File: config.mk
export PLATFORM = sky130hd
export DESIGN_NAME = inst_fetch
export DESIGN_NICKNAME = d
export VERILOG_FILES = /design/src/rtl/inst_fetch.sv
export SDC_FILE = /design/constraint.sdc
export NUM_CORES = 1
export LEC_CHECK = 0
export CORE_MARGIN = 10
export CORE_UTILIZATION = 51
export CTS_BUF_LIST = sky130_fd_sc_hd__clkbuf_4 sky130_fd_sc_hd__clkbuf_8
export CTS_CLUSTER_SIZE = 40
export DETAILED_ROUTE_END_ITERATION = 6
export GPL_TIMING_DRIVEN = 0
export PLACE_DENSITY = 0.83
export SLEW_MARGIN = 10
export SYNTH_ARGS = -nofsm -noshare
export SYNTH_HDL_FRONTEND = slang
export SYNTH_SLANG_ARGS = --single-unit
File: constraint.sdc
create_clock -name clk -period 5.85 [get_ports clk]
set_clock_uncertainty 0.05 [all_clocks]
set_input_delay 1.17 -clock clk [delete_from_list [all_inputs] [get_ports clk]]
set_output_delay 1.17 -clock clk [all_outputs]
set_load 0.05 [all_outputs]
File: src/rtl/inst_fetch.sv
// ============================================================================
// inst_fetch: single-outstanding instruction fetch unit with a FIFO fetch buffer
// Revision: 1.0
// ============================================================================
`default_nettype none

module inst_fetch #(
  parameter int ADDR_W = 32,
  parameter int INST_W = 32,
  parameter int DEPTH  = 2
) (
  input  logic              clk,
  input  logic              rst,
  input  logic [ADDR_W-1:0] pc_i,
  input  logic              ce_i,
  output logic              pc_ready_o,
  input  logic              flush_i,
  output logic              mem_req_o,
  output logic [ADDR_W-1:0] mem_addr_o,
  input  logic              mem_gnt_i,
  input  logic              mem_rvalid_i,
  input  logic [INST_W-1:0] mem_rdata_i,
  output logic              if_valid_o,
  output logic [ADDR_W-1:0] if_pc_o,
  output logic [INST_W-1:0] if_inst_o,
  input  logic              id_ready_i
);

  localparam int PTR_W = $clog2(DEPTH);
  localparam int CNT_W = PTR_W + 1;
  localparam logic [CNT_W-1:0] FULL = CNT_W'(DEPTH);

  localparam logic [1:0] IDLE = 2'd0;
  localparam logic [1:0] REQ  = 2'd1;
  localparam logic [1:0] WAIT = 2'd2;

  logic [1:0]        state;
  logic [1:0]        state_nxt;
  logic [ADDR_W-1:0] tag;
  logic              outstanding;
  logic              drop;
  logic [CNT_W-1:0]  count;
  logic [CNT_W-1:0]  count_after;
  logic [PTR_W-1:0]  wr_ptr;
  logic [PTR_W-1:0]  rd_ptr;
  logic              grant;
  logic              resp;
  logic              push;
  logic              pop;

  logic [ADDR_W-1:0] pc_mem   [DEPTH];
  logic [INST_W-1:0] inst_mem [DEPTH];

  assign grant       = (state == REQ) && mem_gnt_i;
  assign resp        = mem_rvalid_i && outstanding;
  assign push        = resp && (state == WAIT) && !drop && !flush_i;
  assign pop         = (count != '0) && id_ready_i && !flush_i;
  assign count_after = count + CNT_W'(push) - CNT_W'(pop);

  // A new fetch waits for any dropped response still in flight, which keeps
  // the memory interface at one outstanding request.
  always_comb begin
    state_nxt = state;
    case (state)
      IDLE: begin
        if (ce_i && !flush_i && !outstanding && (count < FULL)) state_nxt = REQ;
      end
      REQ: begin
        if (flush_i)        state_nxt = IDLE;
        else if (mem_gnt_i) state_nxt = WAIT;
      end
      WAIT: begin
        if (flush_i)           state_nxt = IDLE;
        else if (mem_rvalid_i) state_nxt = (ce_i && (count_after < FULL)) ? REQ : IDLE;
      end
      default: state_nxt = IDLE;
    endcase
  end

  always_ff @(posedge clk or posedge rst) begin
    if (rst) begin
      state       <= IDLE;
      tag         <= '0;
      outstanding <= 1'b0;
      drop        <= 1'b0;
      count       <= '0;
      wr_ptr      <= '0;
      rd_ptr      <= '0;
    end else begin
      state <= state_nxt;
      if ((state_nxt == REQ) && (state != REQ)) tag <= pc_i;

      if (grant)             outstanding <= 1'b1;
      else if (mem_rvalid_i) outstanding <= 1'b0;

      // A response already granted but redirected away must be swallowed.
      if (flush_i && (grant || ((state == WAIT) && !mem_rvalid_i))) drop <= 1'b1;
      else if (resp)                                               drop <= 1'b0;

      if (flush_i) begin
        count  <= '0;
        wr_ptr <= '0;
        rd_ptr <= '0;
      end else begin
        count <= count_after;
        if (push) wr_ptr <= wr_ptr + PTR_W'(1);
        if (pop)  rd_ptr <= rd_ptr + PTR_W'(1);
      end
    end
  end

  always_ff @(posedge clk) begin
    if (push) begin
      pc_mem[wr_ptr]   <= tag;
      inst_mem[wr_ptr] <= mem_rdata_i;
    end
  end

  assign mem_req_o  = (state == REQ);
  assign mem_addr_o = {tag[ADDR_W-1:2], 2'b00};
  assign pc_ready_o = grant;
  assign if_valid_o = (count != '0);
  assign if_pc_o    = if_valid_o ? pc_mem[rd_ptr]   : '0;
  assign if_inst_o  = if_valid_o ? inst_mem[rd_ptr] : '0;

endmodule

`default_nettype wire
==> run_results.csv, run 1 <==
group,metric,value,unit
global_routing,grt_max_degree,54,
clock_network,cts.sinks,168,
drt,vias,3900,
sta,fmax,0.2470,GHz
worst_setup_path,cp_top_family,"buffers and inverters",
sta,finalSetupViolCount,0,
power,p_leak,0.003194,µW
floorplanning,io_pins,170,
clock_network,hold_buffers,0,
drt,drc,0,
clock_network,cts.repair.resized,0,
logic_synthesis,async_flop_share,23.81,%
clock_network,cts_setup_buffers,0,
worst_setup_path,endpoint_kind,"output port",
sta,rsz0062_at_grt,"no",
logic_synthesis,ys_warn_count,0,
worst_setup_path,cp_slowest_cell,"clkdlybuf4s50_1",
clock_network,cts_buffers,17,
clock_network,cts_tree,"yes",
sta,worst_pin_slew,0.7250,ns
sta,slew_headroom,51.67,%
drt,drtIter0Drc,210,
sta,holdWs,0.4282,ns
run_status,outcome,"complete, no violations",
global_routing,antenna_found_initial,1,
power,max-vdd-ir-drop,0.2636,mV
hold_path,hold_path_end,"pc_mem[1][0]",
drt,firstDrtPassIters,4,
final_layout,final_cell_mix,"clkdlybuf4s50_1, edfxtp_1, nor2_1",
worst_setup_path,worst-path-buf-inv,3,
global_routing,grt_pass1_wl,22680,µm
worst_setup_path,ff2ff_setup_slack,2.65,ns
sta,fin_crit_sh,69.22,%
drt,avgViaCountPerCell,4.924,
worst_setup_path,r2r_start,"state[0]",
clock_network,cts_htree_levels,4,
job,drv_cap,0,
clock_network,cts_buffer_depth,2,
worst_setup_path,start_kind,"flip-flop",
worst_setup_path,arrival,2.83,ns
placement,dpl_cell_area,0.008660,mm²
logic_synthesis,ys.flop_type,"edfxtp_1",
placement,io_buffers,166,
final_layout,postLayoutCoreUtil,71.39,%
hold_path,min_path_type,"reg2reg",
worst_setup_path,reg2reg_to,"tag[10]",
logic_synthesis,synth_edf_count,128,
logic_synthesis,synth_cells,418,
floorplanning,die_h,134.4,µm
hold_path,hp-start,"tag[0]",
placement,dp_hpwl,10600,µm
sta,final_hold_viol_count,0,
drt,postRouteAntennaNets,0,
logic_synthesis,ys_seq_area_share,72.54,%
global_routing,grt_overflow_total,0,
placement,place_inst,761,
final_layout,area_delta_synth_final,35.99,%
final_layout,diodes,0,
final_layout,nFillCells,876,
final_layout,layoutNonFillerInstCount,792,
global_routing,grt_pass1_vias,4244,
hold_path,hold_depth,0,
final_layout,fin_area,0.009082,mm²
floorplanning,die_w,134.4,µm
power,powerDensity,339.8,mW/mm²
floorplanning,dieArea,0.01807,mm²
sta,period_minus_slack,4.049,ns
clock_network,insertion_delay,0.43,ns
logic_synthesis,ys_types,28,
worst_setup_path,path_common_cell,"nor2_1",
final_layout,drive_above_1_share,17.58,%
logic_synthesis,ys_ff_latch,168,
floorplanning,core,0.01272,mm²
clock_network,cts.clk_slew.worst_paths,0.08,ns
worst_setup_path,cpPeakStageDelay,0.75,ns
floorplanning,rows,41,
logic_synthesis,syn_avg_cell_area,15.98,µm²
clock_network,cts-root-buf,"clkbuf_8",
worst_setup_path,reg2reg_depth,11,
worst_setup_path,critPathMaxFanout,10,
final_layout,final_common_cell,"clkdlybuf4s50_1",
global_routing,grt_use_total,16.23,%
drt,wl_per_cell,18.05,µm
drt,drt_wl_total,14300,µm
sta,drv_slew,0,
floorplanning,initial_core_util,52.50,%
final_layout,num-nets-final,681,
logic_synthesis,syn-cell-area,0.006679,mm²
worst_setup_path,path_cells,"nor2_1 -> clkbuf_1 -> buf_1 -> nor2_1 -> clkdlybuf4s50_1",
placement,globalplace.congestion,0.8013,
worst_setup_path,crit_required,4.63,ns
worst_setup_path,path_class,"reg2out",
==> how the worst max path moves through the flow <==
stage	start	to	slack (ns)	cells past startpoint
final	count[1]	if_pc_o[11]	1.80	5
after global routing	rd_ptr	if_pc_o[20]	1.55	5
after CTS	rd_ptr	if_pc_o[19]	1.68	5
after detailed placement	mem_rvalid_i	tag[25]	1.47	12
after global placement	mem_rvalid_i	inst_mem[0][28]	-0.95	5
after floorplan	mem_rvalid_i	inst_mem[0][0]	1.04	4
==> power by group <==
part | leakage (µW) | switching (µW) | total (µW) | internal, µW
Combinational | 0.00134 | 405 | 735 | 330
Clock | 0.000222 | 365 | 853 | 488
Sequential | 0.00164 | 81.8 | 1500 | 1420
Total | 0.00319 | 852 | 3090 | 2230
==> synth_stat cells, types with 3 or more instances <==
cell	number	area, µm²
buf_2	5	25.02
buf_4	32	240.2
buf_6	3	33.78
clkbuf_1	8	30.03
dfrtp_1	40	1001
edfxtp_1	128	3844
inv_1	6	22.52
mux2_1	3	33.78
mux2_2	29	326.6
mux2i_1	64	640.6
nand2_1	5	18.77
nor2_1	71	266.5
nor2b_1	3	18.77
o21ai_0	3	15.01
==> worst reg2reg max path, cell delays in order (launching register included) <==
cell,delay (ns)
dfrtp_1,0.44
nand2b_1,0.19
nor3_1,0.38
nand2_1,0.19
ha_1,0.32
inv_1,0.07
ha_1,0.15
xnor3_1,0.22
and4b_4,0.21
o211ai_4,0.30
buf_6,0.22
mux2_2,0.35
==> metal layers <==
| metal | track usage [%] | vias up | wire [µm] |
|---|---|---|---|
| li1 | - | 1840 | - |
| met2 | 27.92 | 132 | 7336 |
| met3 | 7.431 | 15 | 1308 |
| met5 | 0 | - | 0 |
| met1 | 17.20 | 1913 | 5487 |
| met4 | 5.623 | 0 | 165 |
==> state kept, by name, summed over array words and instances (netlist names) <==
signal       count
state            2
drop             1
count            2
outstanding      1
inst_mem        64
tag             32
pc_mem          64
rd_ptr           1
wr_ptr           1
==> cell type report <==
type / count / area, µm² / share of cell area, %
Buffer: 50 / 336.6 / 3.706
Timing Repair Buffer: 170 / 1749 / 19.26
Clock buffer: 27 / 327.8 / 3.609
Inverter: 6 / 22.52 / 0.2480
Clock inverter: 4 / 95.09 / 1.047
Multi-Input combinational cell: 195 / 1491 / 16.42
Sequential cell: 168 / 4845 / 53.34
Tap cell: 172 / 215.2 / 2.369
==> logic make-up (layout without fill, tap and decap cells) <==
logic type	after synthesis	after routing	synth area share (%)
AOI/OAI and AO/OA	6	6	0.7868
xor gates and xnor gates	3	3	0.5995
adders and majority gates	2	2	0.3746
buffers and inverters	56	257	5.376
DFF	168	168	72.54
muxes	96	96	14.99
other	1	2	0.05615
and+or+nand+nor	86	86	5.283
==> per-stage QoR <==
stage               power, µW  TNS, ns  setup WS (ns)
finish                   3086        0          1.801
global placement         2241   -60.71        -0.9538
detailed placement       2266        0          1.473
floorplan                2006        0          1.042
CTS                      3119        0          1.683
global route             3206        0          1.553
Note: power is estimated with default switching activity, not from simulation.
==> run 2: changes to the inputs <==
--- a/config.mk
+++ b/config.mk
@@ -6,12 +6,12 @@
 export NUM_CORES = 1
 export LEC_CHECK = 0
 export CORE_MARGIN = 10
-export CORE_UTILIZATION = 51
+export CORE_UTILIZATION = 46
 export CTS_BUF_LIST = sky130_fd_sc_hd__clkbuf_4 sky130_fd_sc_hd__clkbuf_8
 export CTS_CLUSTER_SIZE = 40
 export DETAILED_ROUTE_END_ITERATION = 6
 export GPL_TIMING_DRIVEN = 0
-export PLACE_DENSITY = 0.83
+export PLACE_DENSITY = 0.79
 export SLEW_MARGIN = 10
 export SYNTH_ARGS = -nofsm -noshare
 export SYNTH_HDL_FRONTEND = slang
==> constraint.sdc (replaced) <==
create_clock -name clk -period 3.5 [get_ports clk]
set_clock_uncertainty 0.05 [all_clocks]
set_input_delay 0.7 -clock clk [delete_from_list [all_inputs] [get_ports clk]]
set_output_delay 0.7 -clock clk [all_outputs]
set_load 0.05 [all_outputs]
==> run_results.csv, run 2 (synthesized netlist as in run 1, its figures left out) <==
group,metric,value,unit
clock_network,insertion_delay,0.43,ns
placement,io_buffers,166,
worst_setup_path,worst-path-buf-inv,3,
drt,drc,0,
power,finalPower,5066,µW
sta,finalSetupViolCount,0,
worst_setup_path,worst-path-stages,5,
worst_setup_path,r2r_start,"state[0]",
worst_setup_path,endpoint_kind,"output port",
final_layout,fin_area,0.009072,mm²
drt,postRouteAntennaNets,0,
sta,finalWorstSetupSlack,0.1742,ns
clock_network,cts.sinks,168,
sta,worst_pin_slew,0.6615,ns
worst_setup_path,reg2reg_depth,11,
sta,period_minus_slack,3.326,ns
final_layout,drive_above_1_share,18.36,%
worst_setup_path,cpPeakStageDelay,0.73,ns
floorplanning,initial_core_util,47.56,%
final_layout,diodes,0,
worst_setup_path,start_kind,"flip-flop",
job,drv_cap,0,
worst_setup_path,path_common_cell,"nor2_1",
worst_setup_path,cp_slowest_cell,"clkdlybuf4s50_1",
worst_setup_path,crit_required,2.75,ns
global_routing,grt_pass1_vias,4217,
placement,dp_hpwl,10600,µm
final_layout,area_delta_synth_final,35.84,%
floorplanning,die_w,140.5,µm
hold_path,hold_path_end,"pc_mem[0][0]",
clock_network,cts-root-buf,"clkbuf_8",
clock_network,cts.clk_slew.worst_paths,0.08,ns
sta,fmax,0.3007,GHz
global_routing,grt_max_degree,39,
sta,slew_headroom,55.90,%
global_routing,grt_overflow_total,0,
worst_setup_path,critPathMaxFanout,10,
global_routing,grt_pass1_wl,22490,µm
drt,wl_per_cell,17.91,µm
sta,drv_slew,0,
clock_network,cts_setup_buffers,0,
hold_path,min_path_type,"reg2reg",
drt,firstDrtPassIters,4,
final_layout,nFillCells,1027,
drt,drt_wl_total,14350,µm
clock_network,cts_buffers,17,
worst_setup_path,cp_top_family,"buffers and inverters",
run_status,outcome,"complete, no violations",
power,p_leak,0.003255,µW
sta,final_hold_viol_count,0,
final_layout,largestRegisters,"inst_mem: 64 flops, pc_mem: 64 flops, tag: 32 flops",
placement,dpl_cell_area,0.008662,mm²
floorplanning,rows,43,
floorplanning,die_h,140.5,µm
power,powerDensity,558.4,mW/mm²
worst_setup_path,path_cells,"nor2_1 -> clkbuf_2 -> buf_1 -> nor2_1 -> clkdlybuf4s50_1",
worst_setup_path,ff2ff_setup_slack,0.49,ns
clock_network,cts_buffer_depth,2,
floorplanning,io_pins,170,
worst_setup_path,reg2reg_to,"tag[25]",
worst_setup_path,arrival,2.58,ns
drt,drtIter0Drc,184,
final_layout,num-nets-final,681,
sta,rsz0062_at_grt,"no",
hold_path,hold_depth,0,
floorplanning,dieArea,0.01974,mm²
drt,vias,3841,
hold_path,hp-start,"tag[0]",
clock_network,hold_buffers,0,
worst_setup_path,path_class,"reg2out",
clock_network,cts_htree_levels,4,
drt,avgViaCountPerCell,4.795,
sta,fin_crit_sh,95.02,%
floorplanning,core,0.01404,mm²
global_routing,grt_use_total,14.52,%
placement,globalplace.congestion,0.8036,
clock_network,cts_tree,"yes",
final_layout,final_cell_mix,"clkdlybuf4s50_1, edfxtp_1, nor2_1",
final_layout,final_common_cell,"clkdlybuf4s50_1",
power,max-vdd-ir-drop,0.4966,mV
placement,preCtsSetupSlack,-0.3257,ns
sta,fin_tns_setup,0,ns
global_routing,antenna_found_initial,0,
-- run 2: worst max path at each step --
stage                 startpoint              end  slack (ns)
floorplan           mem_rvalid_i   inst_mem[0][0]        0.23
CTS                     count[1]      if_pc_o[26]        0.10
global placement    mem_rvalid_i  inst_mem[0][29]       -1.24
detailed placement  mem_rvalid_i          tag[25]       -0.33
finish                  count[1]    if_inst_o[23]        0.17
global route              rd_ptr     if_inst_o[0]       0.002
-- run 2: layout make-up --
cell class | instances | area, µm² | share of cell area, %
Buffer | 50 | 340.3 | 3.751
Clock buffer | 23 | 291.5 | 3.213
Clock inverter | 9 | 100.1 | 1.103
Inverter | 6 | 22.52 | 0.2482
Multi-Input combinational cell | 195 | 1496 | 16.49
Sequential cell | 168 | 4845 | 53.40
Tap cell | 180 | 225.2 | 2.482
Timing Repair Buffer | 170 | 1752 | 19.31
-- run 2: what timing repair did --
item,CTS,global route
gates resized for setup,2,7
cloned,0,0
setup endpoints to repair,60,38
pin swaps,0,0
hold endpoints to repair,0,0
-- run 2: routing by layer --
metal / global-route usage (%) / share of wire [%] / vias up
met5: 0 / 0 / -
met4: 4.783 / 0.96 / 0
met3: 6.558 / 9.0 / 11
met2: 25.15 / 52 / 118
met1: 15.35 / 38 / 1867
li1: - / - / 1845
-- run 2: worst register-to-register path, stage by stage, from the launching register on --
cell and delay, ns:
dfrtp_1 0.43, nand2b_1 0.20, nor3_2 0.26, nand2_1 0.16, ha_1 0.29, inv_1 0.05
ha_1 0.13, xnor3_1 0.24, and4b_4 0.21, o211ai_4 0.29, buf_6 0.22, mux2_2 0.36
-- run 2: per-stage QoR --
step | std cells | utilization (%) | hold slack, ns
after floorplan | 419 | - | 0.3866
after global placement | 765 | 61.04 | 0.3949
after detailed placement | 769 | 61.69 | 0.4094
after CTS | 801 | 64.49 | 0.4297
after global routing | 801 | 64.61 | 0.4532
final | 801 | 64.61 | 0.4357
-- run 2: power by group --
| group | switching (µW) | leakage (µW) | internal [µW] | total (µW) |
|---|---|---|---|---|
| logic | 681 | 0.00142 | 552 | 1230 |
| registers | 138 | 0.00164 | 2370 | 2510 |
| clock network | 630 | 0.000203 | 697 | 1330 |
| total | 1450 | 0.00326 | 3620 | 5070 |
==> run 3: changes to the inputs <==
--- a/config.mk
+++ b/config.mk
@@ -5,6 +5,7 @@
 export SDC_FILE = /design/constraint.sdc
 export NUM_CORES = 1
 export LEC_CHECK = 0
+export ABC_AREA = 1
 export CORE_MARGIN = 10
 export CORE_UTILIZATION = 46
 export CTS_BUF_LIST = sky130_fd_sc_hd__clkbuf_4 sky130_fd_sc_hd__clkbuf_8
==> run_results.csv, run 3 <==
group,metric,value,unit
global_routing,antenna_found_initial,0,
global_routing,grt_pass1_wl,27390,µm
placement,preCtsSetupSlack,0.09654,ns
final_layout,largestRegisters,"inst_mem: 64 flops, pc_mem: 64 flops, tag: 32 flops",
drt,avgViaCountPerCell,5.040,
global_routing,grt_use_total,17.28,%
worst_setup_path,reg2reg_depth,17,
final_layout,postLayoutCoreUtil,63.92,%
drt,drc,0,
logic_synthesis,synth_commonest_cells,"nand2_1, edfxtp_1, a21oi_1",
final_layout,diodes,0,
final_layout,final_cell_mix,"nand2_1, edfxtp_1, clkdlybuf4s50_1",
logic_synthesis,synth_edf_count,128,
sta,drv_slew,0,
logic_synthesis,ys_ff_latch,168,
drt,firstDrtPassIters,5,
floorplanning,die_w,141.3,µm
clock_network,cts-root-buf,"clkbuf_8",
power,combPwrFrac,24.2,%
logic_synthesis,yosysTopAreaCellShare,56.75,%
sta,fin_crit_sh,95.70,%
placement,io_buffers,167,
floorplanning,core,0.01448,mm²
logic_synthesis,ys.flop_type,"edfxtp_1",
drt,drt_wl_total,16980,µm
placement,globalplace.congestion,0.8062,
power,swShare,30.64,%
drt,wl_per_cell,17.49,µm
logic_synthesis,async_flop_share,23.81,%
clock_network,cts.repair.resized,17,
logic_synthesis,syn_avg_cell_area,11.70,µm²
clock_network,hold_buffers,0,
clock_network,cts_buffer_depth,2,
final_layout,area_delta_synth_final,36.65,%
worst_setup_path,r2r_start,"state[0]",
worst_setup_path,cpPeakStageDelay,0.83,ns
worst_setup_path,crit_required,2.75,ns
floorplanning,io_pins,170,
worst_setup_path,ff2ff_setup_slack,0.86,ns
power,p_switching,1508,µW
worst_setup_path,start_kind,"flip-flop",
logic_synthesis,ys_types,26,
sta,finalWorstSetupSlack,0.1505,ns
logic_synthesis,syn-cell-area,0.006773,mm²
power,seq_power_share,50.6,%
worst_setup_path,worst-path-stages,5,
drt,drtIter0Drc,306,
clock_network,cts.clk_slew.worst_paths,0.09,ns
sta,slew_headroom,47.07,%
final_layout,multi_input_area,0.001491,mm²
worst_setup_path,endpoint,"if_inst_o[24]",
drt,postRouteAntennaNets,0,
worst_setup_path,cp_top_family,"buffers and inverters",
hold_path,min_path_type,"reg2reg",
worst_setup_path,worst-path-buf-inv,3,
logic_synthesis,ys_seq_area_share,71.53,%
worst_setup_path,path_class,"reg2out",
clock_network,cts_setup_buffers,0,
clock_network,cts.sinks,168,
worst_setup_path,critPathMaxFanout,10,
final_layout,layout.area.seq,0.004845,mm²
logic_synthesis,synthTopCellsByArea,"edfxtp_1, dfrtp_1, nand2_1, a21oi_1, buf_4",
final_layout,fin_area,0.009255,mm²
final_layout,final_common_cell,"nand2_1",
logic_synthesis,synth_cells,579,
sta,fmax,0.2986,GHz
worst_setup_path,reg2reg_to,"tag[5]",
floorplanning,dieArea,0.01998,mm²
clock_network,cts_tree,"yes",
worst_setup_path,arrival,2.60,ns
power,powerDensity,532.0,mW/mm²
clock_network,insertion_delay,0.45,ns
sta,rsz0062_at_grt,"no",
worst_setup_path,crit_path_start,"rd_ptr",
power,p_leak,0.004247,µW
clock_network,cts_buffers,17,
sta,finalSetupViolCount,0,
worst_setup_path,path_cells,"clkbuf_2 -> clkbuf_1 -> nand2_1 -> a21oi_1 -> clkdlybuf4s50_1",
power,power.internal,3415,µW
global_routing,grt_overflow_total,0,
worst_setup_path,cp_slowest_cell,"clkdlybuf4s50_1",
logic_synthesis,ys_warn_count,0,
floorplanning,initial_core_util,46.78,%
final_layout,drive_above_1_share,12.45,%
sta,period_minus_slack,3.350,ns
power,max-vdd-ir-drop,0.3593,mV
global_routing,grt_pass1_vias,5227,
global_routing,grt_max_degree,27,
run_status,outcome,"complete, no violations",
power,finalPower,4923,µW
logic_synthesis,synth_top_area_cell,"edfxtp_1",
power,clockPowerShare,25.2,%
final_layout,num-nets-final,847,
sta,worst_pin_slew,0.7921,ns
floorplanning,die_h,141.3,µm
placement,dpl_cell_area,0.008825,mm²
floorplanning,rows,44,
drt,vias,4894,
logic_synthesis,synth.most_common_cell,"nand2_1",
final_layout,nFillCells,1143,
placement,dp_hpwl,12630,µm
worst_setup_path,endpoint_kind,"output port",
job,drv_cap,0,
clock_network,cts_htree_levels,4,
hold_path,hold_depth,0,
sta,final_hold_viol_count,0,
==> run 3: worst min-delay path by stage <==
stage                      start      endpoint  slack, ns
after detailed placement  tag[1]  pc_mem[0][1]       0.41
final                     tag[1]  pc_mem[0][1]       0.44
after global routing      tag[1]  pc_mem[0][1]       0.46
after floorplan           tag[0]  pc_mem[0][0]       0.39
after CTS                 tag[1]  pc_mem[1][1]       0.44
after global placement    tag[1]  pc_mem[1][1]       0.40
==> run 3: cells by family (layout without fill, tap and decap cells) <==
family / after synthesis / count (layout) / synth area share, %
AO/OA/AOI/OAI: 73 / 73 / 5.468
adder cells (fa/ha/maj): 2 / 2 / 0.3694
buffers and inverters: 82 / 289 / 6.835
flip-flops: 168 / 168 / 71.53
other: 1 / 2 / 0.05537
AND/OR/NAND/NOR: 253 / 253 / 15.74
==> run 3: per-layer routing <==
layer	vias to the layer above	GRT usage (%)	routed length [µm]
li1	2345	-	-
met3	19	5.708	1226
met5	-	0	0
met1	2370	20.81	6918
met2	160	28.54	8574
met4	0	5.707	263
==> run 3: cell type report <==
type	count	area share, %
plain buffers	65	4.434
clock buffers	24	3.366
clock inverters	8	0.4867
inverters	17	0.6895
multi-input cells	330	16.11
flip-flops and latches	168	52.35
well taps	184	2.487
repair buffers	175	20.08
==> run 3: through the flow <==
stage	hold WS, ns	TNS [ns]	std cells
3_5_place_dp	0.4134	0	939
2_1_floorplan	0.3924	0	580
3_3_place_gp	0.4030	-190.31	931
5_1_grt	0.4630	0	971
6_report	0.4404	0	971
4_1_cts	0.4407	0	971
==> run 3: power by group through the flow <==
stage / combinational [µW] / clock (µW) / sequential [µW]
floorplan: 810 / 0 / 2480
global placement: 1180 / 0 / 2520
detailed placement: 1200 / 0 / 2530
CTS: 1200 / 1260 / 2490
global route: 1260 / 1350 / 2520
finish: 1190 / 1240 / 2490
==> run 3: worst register-to-register path: cells and delay by family, from the launching register on <==
family                   cells  cell delay [ns]
adder cells (fa/ha/maj)      2             0.50
buffers and inverters        4             0.43
flip-flops                   1             0.40
AND/OR/NAND/NOR             11             1.14
